[src/rtl/gctr_stream.sv]
// gctr_stream: GCTR keystream engine. Derives H and E(K,J0) through an external AES core, prefetches
// counter keystream into a small FIFO and XORs it onto streamed blocks. Define GCTR_PARTIAL_MASK_EN to zero tail bytes of the last block.
module gctr_stream #(
    parameter int CTR_W = 32,
    parameter int DEPTH = 2
) (
    input  logic               iClk,
    input  logic               iRst,
    input  logic               iStart,
    input  logic [127-CTR_W:0] iIV,
    output logic [127:0]       oAes_block,
    output logic               oAes_valid,
    input  logic               iAes_ready,
    input  logic [127:0]       iAes_result,
    input  logic               iAes_result_valid,
    output logic [127:0]       oHkey,
    output logic               oHkey_valid,
    output logic [127:0]       oEkY0,
    output logic               oEkY0_valid,
    input  logic [127:0]       iBlock,
    input  logic               iBlock_valid,
    input  logic [4:0]         iBlock_bytes,
    input  logic               iLast,
    output logic               oBlock_ready,
    output logic [127:0]       oResult,
    output logic               oResult_valid,
    output logic               oResult_last,
    input  logic               iResult_ready,
    output logic               oCtrWrap
);
    localparam int IV_W  = 128 - CTR_W;
    localparam int PTR_W = $clog2(DEPTH);
    localparam int CNT_W = PTR_W + 1;
    localparam logic [CNT_W-1:0] FULL = CNT_W'(DEPTH);

    typedef enum logic [2:0] {
        S_IDLE, S_HREQ, S_HWAIT, S_Y0REQ, S_Y0WAIT, S_RUN, S_ABORT
    } state_t;

    state_t             state;
    logic [IV_W-1:0]    iv;
    logic [CTR_W-1:0]   ctr;
    logic [CTR_W-1:0]   ctr_inc;
    logic               outstanding;
    logic [127:0]       ks_mem [DEPTH];
    logic [PTR_W-1:0]   wr_ptr;
    logic [PTR_W-1:0]   rd_ptr;
    logic [CNT_W-1:0]   count;
    logic [127:0]       res_p1;
    logic               res_vld_p1;
    logic               res_last_p1;

    logic acc_req, rsp, out_nxt, busy_nxt, issue_ok;
    logic ready_int, accept, last_acc, push;
    logic [127:0] ks_head, res_d;

`ifdef GCTR_PARTIAL_MASK_EN
    function automatic logic [127:0] tail_mask(input logic [4:0] nbytes);
        logic [4:0]   n;
        logic [127:0] m;
        n = (nbytes == 5'd0 || nbytes > 5'd16) ? 5'd16 : nbytes;
        m = '0;
        for (int i = 0; i < 16; i++)
            if (5'(i) < n) m[127-8*i -: 8] = 8'hFF;
        return m;
    endfunction
`endif

    assign ctr_inc   = ctr + CTR_W'(1);
    assign acc_req   = oAes_valid & iAes_ready;
    assign rsp       = outstanding & iAes_result_valid;
    assign out_nxt   = (outstanding & ~rsp) | acc_req;
    // A request still waiting for ready, or one accepted but unanswered, blocks a fresh HREQ.
    assign busy_nxt  = out_nxt | (oAes_valid & ~iAes_ready);
    assign issue_ok  = ~oAes_valid & ~outstanding & ~iStart;

    assign ready_int = (state == S_RUN) & (count != '0) & (~res_vld_p1 | iResult_ready);
    assign accept    = iBlock_valid & ready_int;
    assign last_acc  = accept & iLast;
    assign push      = (state == S_RUN) & rsp & ~last_acc & ~iStart;
    assign ks_head   = ks_mem[rd_ptr];

`ifdef GCTR_PARTIAL_MASK_EN
    assign res_d = (iBlock ^ ks_head) & (iLast ? tail_mask(iBlock_bytes) : '1);
`else
    logic unused_bytes;
    assign unused_bytes = ^iBlock_bytes;
    assign res_d = iBlock ^ ks_head;
`endif

    always_ff @(posedge iClk) begin
        if (push) ks_mem[wr_ptr] <= iAes_result;
    end

    always_ff @(posedge iClk or posedge iRst) begin
        if (iRst) begin
            state       <= S_IDLE;
            iv          <= '0;
            ctr         <= '0;
            outstanding <= 1'b0;
            oAes_valid  <= 1'b0;
            oAes_block  <= '0;
            oHkey       <= '0;
            oHkey_valid <= 1'b0;
            oEkY0       <= '0;
            oEkY0_valid <= 1'b0;
            oCtrWrap    <= 1'b0;
            wr_ptr      <= '0;
            rd_ptr      <= '0;
            count       <= '0;
            res_p1      <= '0;
            res_vld_p1  <= 1'b0;
            res_last_p1 <= 1'b0;
        end else begin
            outstanding <= out_nxt;
            if (acc_req) oAes_valid <= 1'b0;

            // Result stage: one registered block, held while downstream stalls.
            if (accept) begin
                res_p1      <= res_d;
                res_vld_p1  <= 1'b1;
                res_last_p1 <= iLast;
            end else if (iResult_ready) begin
                res_vld_p1  <= 1'b0;
                res_last_p1 <= 1'b0;
            end

            if (push)   wr_ptr <= wr_ptr + PTR_W'(1);
            if (accept) rd_ptr <= rd_ptr + PTR_W'(1);
            count <= count + CNT_W'(push) - CNT_W'(accept);

            case (state)
                S_IDLE: begin
                end
                S_HREQ: begin
                    if (issue_ok) begin
                        oAes_valid <= 1'b1;
                        oAes_block <= '0;
                    end
                    if (acc_req) state <= S_HWAIT;
                end
                S_HWAIT: begin
                    if (rsp) begin
                        oHkey       <= iAes_result;
                        oHkey_valid <= 1'b1;
                        state       <= S_Y0REQ;
                    end
                end
                S_Y0REQ: begin
                    if (issue_ok) begin
                        oAes_valid <= 1'b1;
                        oAes_block <= {iv, CTR_W'(1)};
                    end
                    if (acc_req) state <= S_Y0WAIT;
                end
                S_Y0WAIT: begin
                    if (rsp) begin
                        oEkY0       <= iAes_result;
                        oEkY0_valid <= 1'b1;
                        ctr         <= CTR_W'(2);
                        state       <= S_RUN;
                    end
                end
                S_RUN: begin
                    if (push) begin
                        ctr <= ctr_inc;
                        if (ctr_inc == '0) oCtrWrap <= 1'b1;
                    end
                    if (issue_ok && count < FULL && !last_acc) begin
                        oAes_valid <= 1'b1;
                        oAes_block <= {iv, ctr};
                    end
                    // Message done: drop prefetched keystream; any in-flight answer dies in IDLE.
                    if (last_acc) begin
                        state  <= S_IDLE;
                        wr_ptr <= '0;
                        rd_ptr <= '0;
                        count  <= '0;
                    end
                end
                S_ABORT: begin
                    if (!busy_nxt) state <= S_HREQ;
                end
                default: state <= S_IDLE;
            endcase

            if (iStart) begin
                iv          <= iIV;
                oHkey_valid <= 1'b0;
                oEkY0_valid <= 1'b0;
                oCtrWrap    <= 1'b0;
                wr_ptr      <= '0;
                rd_ptr      <= '0;
                count       <= '0;
                if (state != S_IDLE) begin
                    res_vld_p1  <= 1'b0;
                    res_last_p1 <= 1'b0;
                end
                state <= busy_nxt ? S_ABORT : S_HREQ;
            end
        end
    end

    assign oBlock_ready  = ready_int;
    assign oResult       = res_p1;
    assign oResult_valid = res_vld_p1;
    assign oResult_last  = res_last_p1;

endmodule

[config.mk]
export PLATFORM = sky130hd
export DESIGN_NAME = gctr_stream
export DESIGN_NICKNAME = d
export VERILOG_FILES = /design/src/rtl/gctr_stream.sv
export SDC_FILE = /design/constraint.sdc
export NUM_CORES = 2
export LEC_CHECK = 0
export ABC_AREA = 1
export BUFFER_PORTS_ARGS = -buffer_cell sky130_fd_sc_hd__buf_2
export CAP_MARGIN = 25
export CORE_MARGIN = 1.5
export CORE_UTILIZATION = 24
export CTS_CLUSTER_SIZE = 28
export DETAILED_ROUTE_END_ITERATION = 7
export MAX_ROUTING_LAYER = met4
export PLACE_DENSITY_LB_ADDON = 0.08
export SLEW_MARGIN = 30
export SYNTH_ARGS = -nofsm -noshare
export SYNTH_HDL_FRONTEND = slang
export SYNTH_SLANG_ARGS = --single-unit
[constraint.sdc]
create_clock -name iClk -period 32 [get_ports iClk]
set_clock_uncertainty 0.15 [all_clocks]
set_input_delay 9.6 -clock iClk [delete_from_list [all_inputs] [get_ports iClk]]
set_output_delay 9.6 -clock iClk [all_outputs]
set_load 0.05 [all_outputs]
==> results.toml <==
[timing]
finalSetupViolCount = 0
worst_pin_slew_ps = 949
finalSetupTns_ps = 0
hold_viol = 0
fin_crit_ps = 20080
max_freq_mhz = 49.8
rsz0062_at_grt = "no"
relSlewSlack_pct = 36.7
finalWorstSetupSlack_ps = 11920
fin_crit_sh_pct = 62.8
slew_violations = 0

[logic_synthesis]
yosys.cell_types.count = 32
ys_seq_elements = 910
synth_area_mm2 = 0.0356
avgSynthCellArea_um2 = 10.8
yosysWarnings = 0
seq_area_frac_synth_pct = 67.5
syn-instance-count = 3306
synth_nets = 3677

[finish]
fill_cells = 15400
multi_input_area_mm2 = 0.0101
final-seq-area_mm2 = 0.0241
final_cell_mix = "nand2_1 (1058), buf_2 (877), dfrtp_1 (653)"
drive_above_1_share_pct = 25.7
layout_commonest_cell = "nand2_1"
syn2layout_area_growth_pct = 28.6
nets = 4523

[grt]
antenna_found_initial = 77
globalRouteTotalUtil_pct = 17.9
grt-ovfl-total = 0
grt_pass1_wl_mm = 192
grt_pass1_vias = 26100
grt_max_degree = 201

[placement]
dp_slack_ps = 11910
io_buffers = 878
hpwl_mm = 95.2
gp_congestion = 0.789

[drt]
via_per_inst = 4.16
dr.pass1.iters = 5
wire_per_inst_um = 21.3
drt_iter0_drc = 1144
routed_wl_mm = 133
postRouteAntennaNets = 0
dr_total_vias = 25900
drcViolationCount = 0

[critical_path]
crit_type = "in2out"
cp-startpoint = "iResult_ready"
cp-end-kind = "primary output"
endpoint = "oBlock_ready"
start_kind = "input port"
crit_fanout = 3
cp_data_arrival_time_ps = 10330
worst_r2r_endpoint = "ks_mem[1][37]$_DFFE_PP_"
r2r_slack_ps = 27000
critPathRequiredTime_ps = 22250
worstReg2RegStart = "state[2]$_DFFE_PP0P_"
reg2reg_depth = 9

[clocking]
cts.hold.buffers_added = 0
clockRootBuffer = "clkbuf_16"
cts_tree = "done"
htree_levels = 3
cts.repair.resized = 0
cts-buffers-inserted = 110
clock_sinks = 910
clkLatencyLatePin_ps = 730
clk_path_buf_depth = 3
postCtsSetupRepairBufs = 0
path_clk_slew_ps = 60

[power]
p_leak_nw = 21.9
power_frac_seq_pct = 35.8
ir_drop_mv = 0.0536
power_frac_comb_pct = 35.9
p_clk_share_pct = 28.3
power_density_mw_per_mm2 = 98.0
finalPower_mw = 4.49
p_int_mw = 2.52
switching_power_mw = 1.97
sw_frac_of_total_pct = 43.8

[floorplan]
io_pins = 884
start_util_pct = 24.1
fp.dieW_um = 388
die-area_mm2 = 0.151
coreArea_mm2 = 0.148
die_h_um = 388
std_cell_rows = 141

[outcome]
outcome = "complete, no violations"

[worst_hold_path]
min_path_type = "reg2reg"

[job]
maxCapViolCount = 0
==> power by group through the flow <==
stage	clock (mW)	sequential [mW]	combinational, mW
floorplan	0	2.41	0.358
global placement	0	1.62	1.64
detailed placement	0	1.62	1.64
CTS	1.32	1.61	1.64
global route	1.36	1.64	1.73
finish	1.27	1.61	1.61
==> final cells by class <==
| type | count | share of cell area, % |
|---|---|---|
| sequential | 910 | 52.5 |
| multi-input combinational | 2022 | 22.0 |
| timing repair buffer | 904 | 10.2 |
| clock buffer | 168 | 7.12 |
| tap | 1930 | 5.27 |
| inverter | 204 | 1.70 |
| clock inverter | 39 | 0.975 |
| antenna | 45 | 0.246 |
==> registers in the layout (all words and copies together), names as in the netlist, 3 cells and up <==
signal      flops
oEkY0         128
oHkey         128
state           3
ctr            32
iv             96
oResult       128
oAes_block    128
ks_mem        256
==> critical path, stage by stage <==
cell and delay (ps):
buf_2 90, nor2_1 70, nor3_4 250, buf_2 310
==> layer usage <==
layer | vias to the layer above | part of all wire (%) | track usage [%]
li1 | 12600 | - | -
met4 | 0 | 2.1 | 3.93
met5 | - | 0 | -
met3 | 196 | 8.6 | 6.78
met2 | 749 | 47 | 28.5
met1 | 12400 | 42 | 21.3
==> stage by stage <==
stage	instance area (µm²)	utilization, %	hold WS, ps	instances
floorplan	35600	-	292	3306
global placement	42000	28.4	304	5970
detailed placement	42000	28.4	308	5970
CTS	45700	31.0	323	6177
global route	45800	31.0	336	6216
finish	45800	31.0	318	6222
==> kinds of logic after synthesis <==
| family | Yosys count | synth area share [%] |
|---|---|---|
| simple gates | 1183 | 12.7 |
| flops | 910 | 67.5 |
| compound gates | 569 | 8.27 |
| buf+inv | 374 | 4.40 |
| xor+xnor | 136 | 3.34 |
| mux | 128 | 3.59 |
| fa+ha+maj | 6 | 0.211 |
==> synthesized netlist by cell type <==
| master | instances | share of area, % |
|---|---|---|
| nand4_1 | 3 | 0.053 |
| a31oi_1 | 1 | 0.018 |
| ha_1 | 6 | 0.21 |
| xnor2_1 | 1 | 0.025 |
| o22ai_1 | 9 | 0.16 |
| nand3b_1 | 1 | 0.021 |
| nor2_2 | 1 | 0.018 |
| nor2_1 | 80 | 0.84 |
| nor3_4 | 1 | 0.046 |
| nor3_1 | 1 | 0.014 |
| o31ai_1 | 31 | 0.65 |
| buf_1 | 8 | 0.084 |
| a22oi_1 | 1 | 0.021 |
| buf_2 | 31 | 0.44 |
| inv_1 | 203 | 2.1 |
| nand3_1 | 29 | 0.41 |
| o21ai_0 | 476 | 6.7 |
| o21ai_1 | 42 | 0.59 |
| nor2_4 | 1 | 0.032 |
| edfxtp_1 | 256 | 22 |
| nand3_2 | 3 | 0.084 |
| nand2_1 | 1063 | 11 |
| dfrtp_1 | 654 | 46 |
| xor2_1 | 135 | 3.3 |
| inv_2 | 1 | 0.011 |
| buf_6 | 8 | 0.25 |
| o2111ai_1 | 1 | 0.025 |
| a211oi_1 | 1 | 0.021 |
| buf_4 | 18 | 0.38 |
| a21oi_1 | 7 | 0.098 |
| mux2i_1 | 128 | 3.6 |
| clkbuf_1 | 105 | 1.1 |
==> worst min-delay path by stage <==
stage,start,to,slack (ps),cells after the start
3_3_place_gp,iv[39]$_DFFE_PP0P_,iv[39]$_DFFE_PP0P_,300,2
3_5_place_dp,iv[34]$_DFFE_PP0P_,iv[34]$_DFFE_PP0P_,310,2
4_1_cts,iv[11]$_DFFE_PP0P_,iv[11]$_DFFE_PP0P_,320,2
6_report,iv[60]$_DFFE_PP0P_,iv[60]$_DFFE_PP0P_,320,2
5_1_grt,iv[49]$_DFFE_PP0P_,iv[49]$_DFFE_PP0P_,340,2
2_1_floorplan,iv[0]$_DFFE_PP0P_,iv[0]$_DFFE_PP0P_,290,2
(Power assumes the default switching activity.)
